File: src/rtl/country_road_car_detector.sv
// country_road_car_detector: synchronizes, debounces and hold-extends the country-road loop sensor,
// counts qualified arrivals and latches a stuck-on fault that keeps the request asserted.
module country_road_car_detector #(
  parameter int DEBOUNCE_CYCLES = 4,
  parameter int HOLD_CYCLES     = 8,
  parameter int MAX_ON_CYCLES   = 1000,
  parameter int COUNT_WIDTH     = 8
) (
  input  logic                   CLOCK,
  input  logic                   CLEAR,
  input  logic                   SENSOR_RAW,
  input  logic                   FAULT_ACK,
  output logic                   CAR_ON_COUNTRY_ROAD,
  output logic [COUNT_WIDTH-1:0] CAR_COUNT,
  output logic                   SENSOR_FAULT
);
  // One counter serves qcnt, oncnt and hcnt since only one is live per state.
  localparam int CW = $clog2(MAX_ON_CYCLES + HOLD_CYCLES + DEBOUNCE_CYCLES + 1);
  typedef enum logic [2:0] {IDLE, QUALIFY, PRESENT, HOLD, FAULT} state_t;
  state_t state_q, state_d;
  logic sync_q, sensor_q;
  logic [CW-1:0] cnt_q, cnt_d;
  logic [COUNT_WIDTH-1:0] count_q, count_d;
  logic req_q, req_d, fault_q, fault_d;
  always_comb begin
    state_d = state_q;
    cnt_d   = cnt_q;
    count_d = count_q;
    case (state_q)
      IDLE:
        if (sensor_q) begin
          state_d = QUALIFY;
          cnt_d   = CW'(1);
        end
      QUALIFY:
        if (!sensor_q) begin
          state_d = IDLE;
          cnt_d   = '0;
        end else if (cnt_q == CW'(DEBOUNCE_CYCLES - 1)) begin
          state_d = PRESENT;
          cnt_d   = CW'(1);
          count_d = (&count_q) ? count_q : count_q + COUNT_WIDTH'(1);
        end else cnt_d = cnt_q + CW'(1);
      PRESENT:
        if (!sensor_q) begin
          state_d = HOLD;
          cnt_d   = CW'(1);
        end else if (cnt_q == CW'(MAX_ON_CYCLES - 1)) begin
          state_d = FAULT;
          cnt_d   = '0;
        end else cnt_d = cnt_q + CW'(1);
      HOLD:
        if (sensor_q) begin
          state_d = PRESENT;
          cnt_d   = CW'(1);
        end else if (cnt_q == CW'(HOLD_CYCLES)) begin
          state_d = IDLE;
          cnt_d   = '0;
        end else cnt_d = cnt_q + CW'(1);
      FAULT:
        if (FAULT_ACK && !sensor_q) state_d = IDLE;
      default: begin
        state_d = IDLE;
        cnt_d   = '0;
      end
    endcase
    req_d   = state_d inside {PRESENT, HOLD, FAULT};
    fault_d = state_d == FAULT;
  end
  always_ff @(posedge CLOCK or posedge CLEAR) begin
    if (CLEAR) begin
      sync_q   <= 1'b0;
      sensor_q <= 1'b0;
      state_q  <= IDLE;
      cnt_q    <= '0;
      count_q  <= '0;
      req_q    <= 1'b0;
      fault_q  <= 1'b0;
    end else begin
      sync_q   <= SENSOR_RAW;
      sensor_q <= sync_q;
      state_q  <= state_d;
      cnt_q    <= cnt_d;
      count_q  <= count_d;
      req_q    <= req_d;
      fault_q  <= fault_d;
    end
  end
  assign CAR_ON_COUNTRY_ROAD = req_q;
  assign CAR_COUNT           = count_q;
  assign SENSOR_FAULT        = fault_q;
endmodule
File: config.mk
export PLATFORM = sky130hd
export DESIGN_NAME = country_road_car_detector
export DESIGN_NICKNAME = d
export VERILOG_FILES = /design/src/rtl/country_road_car_detector.sv
export SDC_FILE = /design/constraint.sdc
export NUM_CORES = 1
export LEC_CHECK = 0
export CAP_MARGIN = 20
export CELL_PAD_IN_SITES_DETAIL_PLACEMENT = 1
export CELL_PAD_IN_SITES_GLOBAL_PLACEMENT = 1
export CORE_ASPECT_RATIO = 0.6
export CORE_UTILIZATION = 40
export CTS_CLUSTER_SIZE = 28
export DETAILED_ROUTE_END_ITERATION = 6
export PLACE_DENSITY = 0.72
export SLEW_MARGIN = 20
export SYNTH_ARGS = -nofsm -noshare
export SYNTH_HDL_FRONTEND = slang
export SYNTH_SLANG_ARGS = --single-unit
File: constraint.sdc
create_clock -name CLOCK -period 3.9 [get_ports CLOCK]
set_clock_uncertainty 0.15 [all_clocks]
set_input_delay 0.78 -clock CLOCK [delete_from_list [all_inputs] [get_ports CLOCK]]
set_output_delay 0.78 -clock CLOCK [all_outputs]
set_load 0.01 [all_outputs]
==> results.tsv, run 1 <==
metric	value	unit
outcome	complete, no violations	
cellInternalPower	401	uW
netSwitchingFraction	31.6	%
fill_cell_instance_count_of_the_final_layout	391	
hold_viol	0	
finish.net_count	180	
starting_density	43.9	%
crit_fanout	6	
max-clock-path-buffers	2	
finalWeightedCongestion	0.832	
timing.setup.tns	0	ns
critical_path.endpoint_type	primary output	
layout_worst_path_cycle_share	57.6	%
fmax	445	MHz
syn_area_per_cell	9.46	um^2
cts.htree.levels	1	
route.vias.total	1248	
ctsHoldBuffers	0	
multi_input_area	837	um^2
area.growth.synth_to_final	14.7	%
clock_latency	0.27	ns
post_synthesis_cell_type_with_the_largest_combined_area	sky130_fd_sc_hd__dfrtp_1	
vias_in_the_first_global_route	1263	
area_taken_by_flip_flops_and_latches	626	um^2
antenna_found_initial	0	
combinational_group_share_of_total_power	20.2	%
coreArea	0.00342	mm^2
ys.warnings.count	0	
cp_top_family	buffers and inverters	
gr-total-overflow	0	
critical-path-max-stage-delay	0.58	ns
drc	0	
max_cap_violations	0	
drive_gt1_share	9.30	%
static-leakage-power	0.716	nW
diodes	0	
port_buffer_count	13	
power.share.sequential	53.4	%
wirelength	3870	um
synth-edff-count	0	
leading_cell_types_in_the_layout_fill_and_taps_excluded	25 x sky130_fd_sc_hd__dfrtp_1, 21 x sky130_fd_sc_hd__nand2_1, 13 x sky130_fd_sc_hd__clkdlybuf4s50_1, 9 x sky130_fd_sc_hd__nand3_1	
power.switching	185	uW
route.detailed.vias_per_inst	5.75	
kind_of_path_behind_the_tightest_hold_check	reg2reg	
critical_path_required	2.97	ns
mostFrequentLayoutCell	sky130_fd_sc_hd__dfrtp_1	
cts_inserted_buffers	3	
crit_slowest_cell	sky130_fd_sc_hd__clkdlybuf4s50_1	
grt_pass1_wl	6670	um
floorplan.rows	16	
cp.arrival	1.32	ns
p_per_area	340	mW/mm^2
relSlewSlack	36.4	%
fraction_of_registers_with_async_set_reset	100	%
worst_setup_path_class	reg2out	
synth_area_leaders	sky130_fd_sc_hd__dfrtp_1 42%, sky130_fd_sc_hd__nand2_1 5.2%, sky130_fd_sc_hd__xor2_1 4.1%	
clock_power_share	26.4	%
sum_of_net_half_perimeters_after_detailed_placement	2940	um
drtPass1Iterations	4	
clock_transition_time_at_the_flip_flop_clock_pins_of_the_worst_setup_and_hold_paths	0.08	ns
synth_seq_cells	25	
grt_max_degree	26	
path_cells	clkdlybuf4s50_1	
period_minus_slack	2.25	ns
syn_area	0.00150	mm^2
post_cts_resized	0	
grt.total_usage	22.3	%
timing_max_transition_violations_final	0	
post_drt_wl_per_cell	17.8	um
yosys_top_cell_area_share	41.6	%
synthesis.instances	159	
yosysSeqAreaShare	41.6	%
fp.dieArea	0.00402	mm^2
ios	14	
first_iter_violations	82	
synthesis.nets	166	
fin_hold_ws	0.228	ns
crit_buf_inv	1	
tightestPinTransition	0.949	ns
netlist-cell-type-count	47	
setup.worst_path.start_class	flop	
cts_post_setup_buffers_inserted	0	
tritoncts	built	
final_antenna_net_count	0	
grt_setup_unrepaired	false	
clk_root_buffer_cell	sky130_fd_sc_hd__clkbuf_8	
die-height	49.5	um
cts_num_sinks	25	
dieWidth	81.2	um
synthFlopType	sky130_fd_sc_hd__dfrtp_1	
final_report_setup_violation_count	0	
worst_ir_drop_vdd	0.151	mV
worst reg2reg max path, stage by stage (launching register included):
cell                      delay [ns]
sky130_fd_sc_hd__dfrtp_1        0.65
sky130_fd_sc_hd__or4bb_1        0.61
sky130_fd_sc_hd__a31oi_2        0.37
sky130_fd_sc_hd__nor3_2         0.16
sky130_fd_sc_hd__o21ai_1        0.19
Yosys cell counts (all sizes together), types with 2 or more instances:
cell type and n:
a211o 2, a211oi 2, a21oi 2, a31oi 3
and2 2, and4b 2, clkbuf 3, dfrtp 25
ha 3, inv 8, nand2 21, nand2b 5
nand3 9, nand4 4, nor2 8, nor2b 4
nor3 11, nor4 3, o2111ai 2, o21a 2
o21ai 7, o22ai 2, o32ai 4, xnor2 3
xor2 7
path summary, 6_finish.rpt:
path	start	end	slack, ns	cells past startpoint
setup / recovery	CAR_COUNT[0]	CAR_COUNT[0]	1.65	1
hold / removal	sync_q	sensor_q	0.23	0
setup reg to reg	state_q[1]	cnt_q[9]	1.70	4
hold reg to reg	sync_q	sensor_q	0.23	0
max in group asynchronous	CLEAR	cnt_q[5]	2.44	2
min in group asynchronous	CLEAR	CAR_COUNT[1]	0.74	2
final cells by class:
| type | count | share of cell area [%] |
|---|---|---|
| repair buffers | 13 | 7.54 |
| clock inverters | 1 | 0.290 |
| well taps | 45 | 3.26 |
| multi-input cells | 122 | 48.5 |
| flip-flops and latches | 25 | 36.3 |
| clock buffers | 3 | 2.39 |
| inverters | 8 | 1.74 |
registers in the layout, indices dropped and copies added (netlist names):
name / flops
state_q: 3
cnt_q: 10
SENSOR_FAULT: 1
CAR_COUNT: 8
sync_q: 1
sensor_q: 1
CAR_ON_COUNTRY_ROAD: 1
per-stage QoR:
| stage | cell area [um^2] | total power, mW | utilization, % | setup WS [ns] | cells |
|---|---|---|---|---|---|
| floorplan | 1500 | 0.385 | - | 2.08 | 159 |
| global placement | 1670 | 0.426 | 48.9 | 1.80 | 213 |
| detailed placement | 1670 | 0.435 | 48.9 | 1.73 | 213 |
| CTS | 1720 | 0.593 | 50.3 | 1.65 | 217 |
| global route | 1730 | 0.623 | 50.4 | 1.59 | 217 |
| finish | 1730 | 0.586 | 50.4 | 1.65 | 217 |
metal layers:
metal	vias up	global-route usage [%]	wire length, um
met5	-	0	0
met4	0	2.68	13
met3	2	5.37	123
met2	17	30.7	1670
met1	619	35.4	2070
li1	610	-	-
kinds of logic after synthesis:
family / synth area share (%)
fa+ha+maj: 2.50
mux: 1.41
buf+inv: 3.08
compound gates: 14.9
xor+xnor: 5.82
simple gates: 30.7
flops: 41.6
power by group through the flow:
stage          logic (mW)  clock network [mW]  registers, mW
4_1_cts             0.119               0.161          0.312
3_3_place_gp        0.112                   0          0.314
5_1_grt             0.132               0.172          0.318
3_5_place_dp        0.118                   0          0.317
2_1_floorplan      0.0777                   0          0.307
6_report            0.118               0.155          0.313
Power figures use the tool's default switching activity.
==> inputs of run 2 (changes only) <==
- clock period: 3.9 -> 2.3 ns (I/O delays scaled with it)
==> results.tsv, run 2 (synthesis gave the netlist of run 1 again) <==
metric	value	unit	change
fmax	472	MHz	
worst_hold_path.endpoint	sensor_q		unchanged
worst_setup_path_class	reg2reg		was reg2out
cts_post_setup_buffers_inserted	0		unchanged
cellInternalPower	684	uW	was 401 uW
layout_worst_path_cycle_share	92.1	%	
finalWeightedCongestion	0.791		was 0.832
crit_slowest_cell	sky130_fd_sc_hd__a211oi_1		was sky130_fd_sc_hd__clkdlybuf4s50_1
post_cts_resized	0		unchanged
drive_gt1_share	10.3	%	was 9.30%
placed_area	0.00170	mm^2	was 0.00167 mm^2
timing_max_transition_violations_final	0		unchanged
clock_transition_time_at_the_flip_flop_clock_pins_of_the_worst_setup_and_hold_paths	0.09	ns	was 0.08 ns
tritoncts	built		unchanged
fill_cell_instance_count_of_the_final_layout	408		was 391
starting_density	43.9	%	unchanged
r2r_end	cnt_q[8]		was cnt_q[9]
first_iter_violations	109		was 82
diodes	0		unchanged
route.detailed.vias_per_inst	5.77		was 5.75
vias_in_the_first_global_route	1261		was 1263
area.growth.synth_to_final	16.1	%	was 14.7%
antenna_found_initial	0		unchanged
max_cap_violations	0		unchanged
ios	14		unchanged
grt_setup_unrepaired	false		unchanged
largest_register_ffs	10		unchanged
floorplan.rows	16		unchanged
power.share.sequential	52.3	%	was 53.4%
combinational_group_share_of_total_power	20.3	%	was 20.2%
setup.worst_path.start_class	flop		unchanged
final_report_setup_violation_count	0		unchanged
gr-total-overflow	0		unchanged
cp.arrival	2.18	ns	was 1.32 ns
route.vias.total	1270		was 1248
period_minus_slack	2.12	ns	
multi_input_area	832	um^2	was 837 um^2
outcome	complete, no violations		unchanged
mostFrequentLayoutCell	sky130_fd_sc_hd__dfrtp_1		unchanged
grt_max_degree	26		unchanged
grt_pass1_wl	7090	um	was 6670 um
grt.total_usage	23.5	%	was 22.3%
worst-r2r-setup-slack	0.18	ns	was 1.70 ns
crit_fanout	7		was 6
cts.htree.levels	1		unchanged
hold_viol	0		unchanged
ctsHoldBuffers	0		unchanged
relSlewSlack	20.7	%	was 36.4%
critical_path_required	2.36	ns	was 2.97 ns
netSwitchingFraction	32.4	%	was 31.6%
static-leakage-power	0.729	nW	was 0.716 nW
kind_of_path_behind_the_tightest_hold_check	reg2reg		unchanged
fp.dieArea	0.00402	mm^2	unchanged
tightestPinTransition	1.18	ns	was 0.949 ns
max-clock-path-buffers	2		unchanged
dieWidth	81.2	um	unchanged
hp-start	sync_q		unchanged
power.switching	328	uW	was 185 uW
clk_root_buffer_cell	sky130_fd_sc_hd__clkbuf_8		unchanged
die-height	49.5	um	unchanged
finalInstanceArea	0.00175	mm^2	was 0.00173 mm^2
wirelength	4030	um	was 3870 um
regMostFlops	cnt_q		unchanged
cts_inserted_buffers	3		unchanged
area_taken_by_flip_flops_and_latches	626	um^2	unchanged
timing.setup.tns	0	ns	unchanged
post_drt_wl_per_cell	18.3	um	was 17.8 um
whs_path_depth	0		unchanged
clock_power_share	27.4	%	was 26.4%
drtPass1Iterations	4		unchanged
final_antenna_net_count	0		unchanged
critical-path-max-stage-delay	0.72	ns	was 0.58 ns
p_per_area	580	mW/mm^2	was 340 mW/mm^2
clock_latency	0.28	ns	was 0.27 ns
worst_ir_drop_vdd	0.272	mV	was 0.151 mV
path_cells	buf_4, xnor2_1, a211oi_1, nor3_2, o21ai_1		was clkdlybuf4s50_1
critical_path.endpoint_type	flop		was primary output
port_buffer_count	13		unchanged
cts_num_sinks	25		unchanged
finish.net_count	183		was 180
reg2reg_from	sensor_q		was state_q[1]
drc	0		unchanged
leading_cell_types_in_the_layout_fill_and_taps_excluded	25 x sky130_fd_sc_hd__dfrtp_1, 21 x sky130_fd_sc_hd__nand2_1, 13 x sky130_fd_sc_hd__clkdlybuf4s50_1, 9 x sky130_fd_sc_hd__nand3_1, 9 x sky130_fd_sc_hd__nor3_1		was 25 x sky130_fd_sc_hd__dfrtp_1, 21 x sky130_fd_sc_hd__nand2_1, 13 x sky130_fd_sc_hd__clkdlybuf4s50_1, 9 x sky130_fd_sc_hd__nand3_1
coreArea	0.00342	mm^2	unchanged
sum_of_net_half_perimeters_after_detailed_placement	3050	um	was 2940 um
reg2regPathDepth	5		was 4
run 2: power groups by stage:
stage                     logic, mW  clock network (mW)  registers [mW]
after CTS                     0.205               0.284           0.532
final                         0.205               0.277           0.530
after detailed placement      0.203                   0           0.540
after global placement        0.199                   0           0.533
after floorplan               0.132                   0           0.521
after global routing          0.227               0.307           0.541
run 2: critical path: cells and delay by family (launching register included):
kind	cells	cell delay [ns]
flops	1	0.47
buf+inv	1	0.19
simple gates	1	0.20
xor+xnor	1	0.12
compound gates	2	0.91
run 2: final cells by class:
class                      count  area share [%]
multi-input combinational    122            47.7
sequential                    25            35.8
timing repair buffer          16            8.75
tap                           45            3.23
clock buffer                   3            2.37
inverter                       8            1.72
clock inverter                 1           0.430
run 2: layer usage:
metal	up-vias	part of all wire, %	GRT usage [%]
li1	613	-	-
met1	628	56	38.3
met2	25	39	31.1
met3	4	4.0	5.00
met4	0	0.55	3.57
met5	-	0	0
run 2: worst max path at each step:
stage                     startpoint            to  cells after the start  slack (ns)
after floorplan             cnt_q[4]  CAR_COUNT[1]                      4        0.48
after global placement      cnt_q[5]      cnt_q[8]                      4        0.25
after detailed placement  state_q[0]      cnt_q[8]                      4        0.20
after CTS                 state_q[0]      cnt_q[8]                      4        0.20
after global routing        cnt_q[0]  CAR_COUNT[1]                      5        0.01
final                       sensor_q      cnt_q[8]                      5        0.18
run 2: through the flow:
step	hold slack, ns	utilization [%]	std cells	setup slack, ns	power (mW)
2_1_floorplan	0.181	-	159	0.480	0.653
3_3_place_gp	0.226	49.6	216	0.254	0.733
3_5_place_dp	0.250	49.6	216	0.201	0.744
4_1_cts	0.270	51.0	220	0.200	1.02
5_1_grt	0.270	51.0	220	0.0122	1.07
6_report	0.281	51.0	220	0.183	1.01
==> inputs of run 3 (changes only) <==
- RECOVER_POWER: default -> 100
==> results.tsv, run 3 (synthesis gave the netlist of run 1 again) <==
metric	value	unit	change
critical_path.endpoint_type	flop		unchanged
clock_transition_time_at_the_flip_flop_clock_pins_of_the_worst_setup_and_hold_paths	0.09	ns	about the same
ctsHoldBuffers	0		unchanged
max_cap_violations	0		unchanged
dieWidth	81.2	um	unchanged
clk_root_buffer_cell	sky130_fd_sc_hd__clkbuf_8		unchanged
grt_setup_unrepaired	false		unchanged
final_antenna_net_count	0		unchanged
period_minus_slack	2.13	ns	was 2.12 ns
grt_pass1_wl	7090	um	unchanged
layout_worst_path_cycle_share	92.8	%	was 92.1%
diodes	0		unchanged
route.vias.total	1260		was 1270
crit_fanout	7		unchanged
first_iter_violations	119		was 109
gr-total-overflow	0		unchanged
fmax	469	MHz	was 472 MHz
antenna_found_initial	0		unchanged
ios	14		unchanged
post_drt_wl_per_cell	18.2	um	was 18.3 um
largest_register_ffs	10		unchanged
cts_inserted_buffers	3		unchanged
tightestPinTransition	1.34	ns	was 1.18 ns
fill_cell_instance_count_of_the_final_layout	412		was 408
critical-path-max-stage-delay	0.72	ns	about the same
die-height	49.5	um	unchanged
setup_ws_final	0.166	ns	was 0.183 ns
finalWeightedCongestion	0.791		unchanged
worst_ir_drop_vdd	0.271	mV	was 0.272 mV
regMostFlops	cnt_q		unchanged
static-leakage-power	0.754	nW	was 0.729 nW
post_cts_resized	0		unchanged
outcome	complete, no violations		unchanged
fp.dieArea	0.00402	mm^2	unchanged
cts_post_setup_buffers_inserted	0		unchanged
finish.net_count	183		unchanged
grt_max_degree	26		unchanged
kind_of_path_behind_the_tightest_hold_check	reg2reg		unchanged
mostFrequentLayoutCell	sky130_fd_sc_hd__dfrtp_1		unchanged
vias_in_the_first_global_route	1261		unchanged
crit_slowest_cell	sky130_fd_sc_hd__a211oi_1		unchanged
grt.total_usage	23.5	%	unchanged
timing.setup.tns	0	ns	unchanged
drc	0		unchanged
timing_max_transition_violations_final	0		unchanged
cp_top_family	compound AO/OA/AOI/OAI gates		unchanged
worst_setup_path_class	reg2reg		unchanged
route.detailed.vias_per_inst	5.73		was 5.77
port_buffer_count	13		unchanged
drive_gt1_share	8.00	%	was 10.3%
coreArea	0.00342	mm^2	unchanged
clock_latency	0.28	ns	about the same
wirelength	4000	um	was 4030 um
final_report_setup_violation_count	0		unchanged
dpl_worst_slack	0.201	ns	unchanged
cts_num_sinks	25		unchanged
path_cells	buf_4, xnor2_1, a211oi_1, nor3_2, o21ai_0		was buf_4, xnor2_1, a211oi_1, nor3_2, o21ai_1
relSlewSlack	10.4	%	was 20.7%
area.growth.synth_to_final	14.9	%	was 16.1%
setup.worst_path.start_class	flop		unchanged
drtPass1Iterations	4		unchanged
p_per_area	580	mW/mm^2	about the same
max-clock-path-buffers	2		unchanged
critical_path_required	2.35	ns	was 2.36 ns
tritoncts	built		unchanged
sum_of_net_half_perimeters_after_detailed_placement	3050	um	unchanged
starting_density	43.9	%	unchanged
cp.arrival	2.19	ns	was 2.18 ns
hold_viol	0		unchanged
fin_hold_ws	0.273	ns	was 0.281 ns
leading_cell_types_in_the_layout_fill_and_taps_excluded	25 x sky130_fd_sc_hd__dfrtp_1, 21 x sky130_fd_sc_hd__nand2_1, 11 x sky130_fd_sc_hd__dlygate4sd3_1, 9 x sky130_fd_sc_hd__nand3_1, 9 x sky130_fd_sc_hd__nor3_1		was 25 x sky130_fd_sc_hd__dfrtp_1, 21 x sky130_fd_sc_hd__nand2_1, 13 x sky130_fd_sc_hd__clkdlybuf4s50_1, 9 x sky130_fd_sc_hd__nand3_1, 9 x sky130_fd_sc_hd__nor3_1
floorplan.rows	16		unchanged
cts.htree.levels	1		unchanged
crit_buf_inv	1		unchanged
## run 3: cell types whose count changed in the layout (fill, tap and decap cells not counted), sizes merged
cell and change:
buf -1, clkbuf +1, clkdlybuf4s50 -11, dlygate4sd3 +11
## run 3: path summary, 6_finish.rpt
check                               from       end  slack [ns]  depth (start not counted)
worst max register to register  sensor_q  cnt_q[9]        0.17                          5
min in group asynchronous          CLEAR  cnt_q[0]        0.79                          3
worst max-delay path            sensor_q  cnt_q[9]        0.17                          5
worst min-delay path              sync_q  sensor_q        0.27                          0
max in group asynchronous          CLEAR  cnt_q[4]        0.43                          3
worst min register to register    sync_q  sensor_q        0.27                          0
## run 3: area by class of cell
cell class	count	area (um^2)	area share, %
Inverter	8	30.0	1.74
Clock inverter	1	7.51	0.434
Tap cell	45	56.3	3.26
Sequential cell	25	626	36.2
Multi-Input combinational cell	122	818	47.4
Clock buffer	3	41.3	2.39
Timing Repair Buffer	16	149	8.62
## run 3: where the power goes
group / leakage, nW / total, mW / switching, mW / internal (mW)
Combinational: 0.406 / 0.197 / 0.115 / 0.0827
Sequential: 0.326 / 0.529 / 0.0579 / 0.471
Clock: 0.0217 / 0.276 / 0.153 / 0.123
## run 3: through the flow
| step | total power, mW | instances | utilization (%) | cell area, um^2 |
|---|---|---|---|---|
| 2_1_floorplan | 0.653 | 159 | - | 1500 |
| 4_1_cts | 1.02 | 220 | 51.0 | 1750 |
| 3_5_place_dp | 0.744 | 216 | 49.6 | 1700 |
| 5_1_grt | 1.07 | 220 | 50.5 | 1730 |
| 3_3_place_gp | 0.733 | 216 | 49.6 | 1700 |
| 6_report | 1.00 | 220 | 50.5 | 1730 |
## run 3: layer usage
layer  track usage, %  routed length [um]  vias up
met5                0                   0        -
met4             3.57                  21        0
met3             5.00                 129        4
met2             31.1                1600       18
met1             38.3                2240      624
li1                 -                   -      614
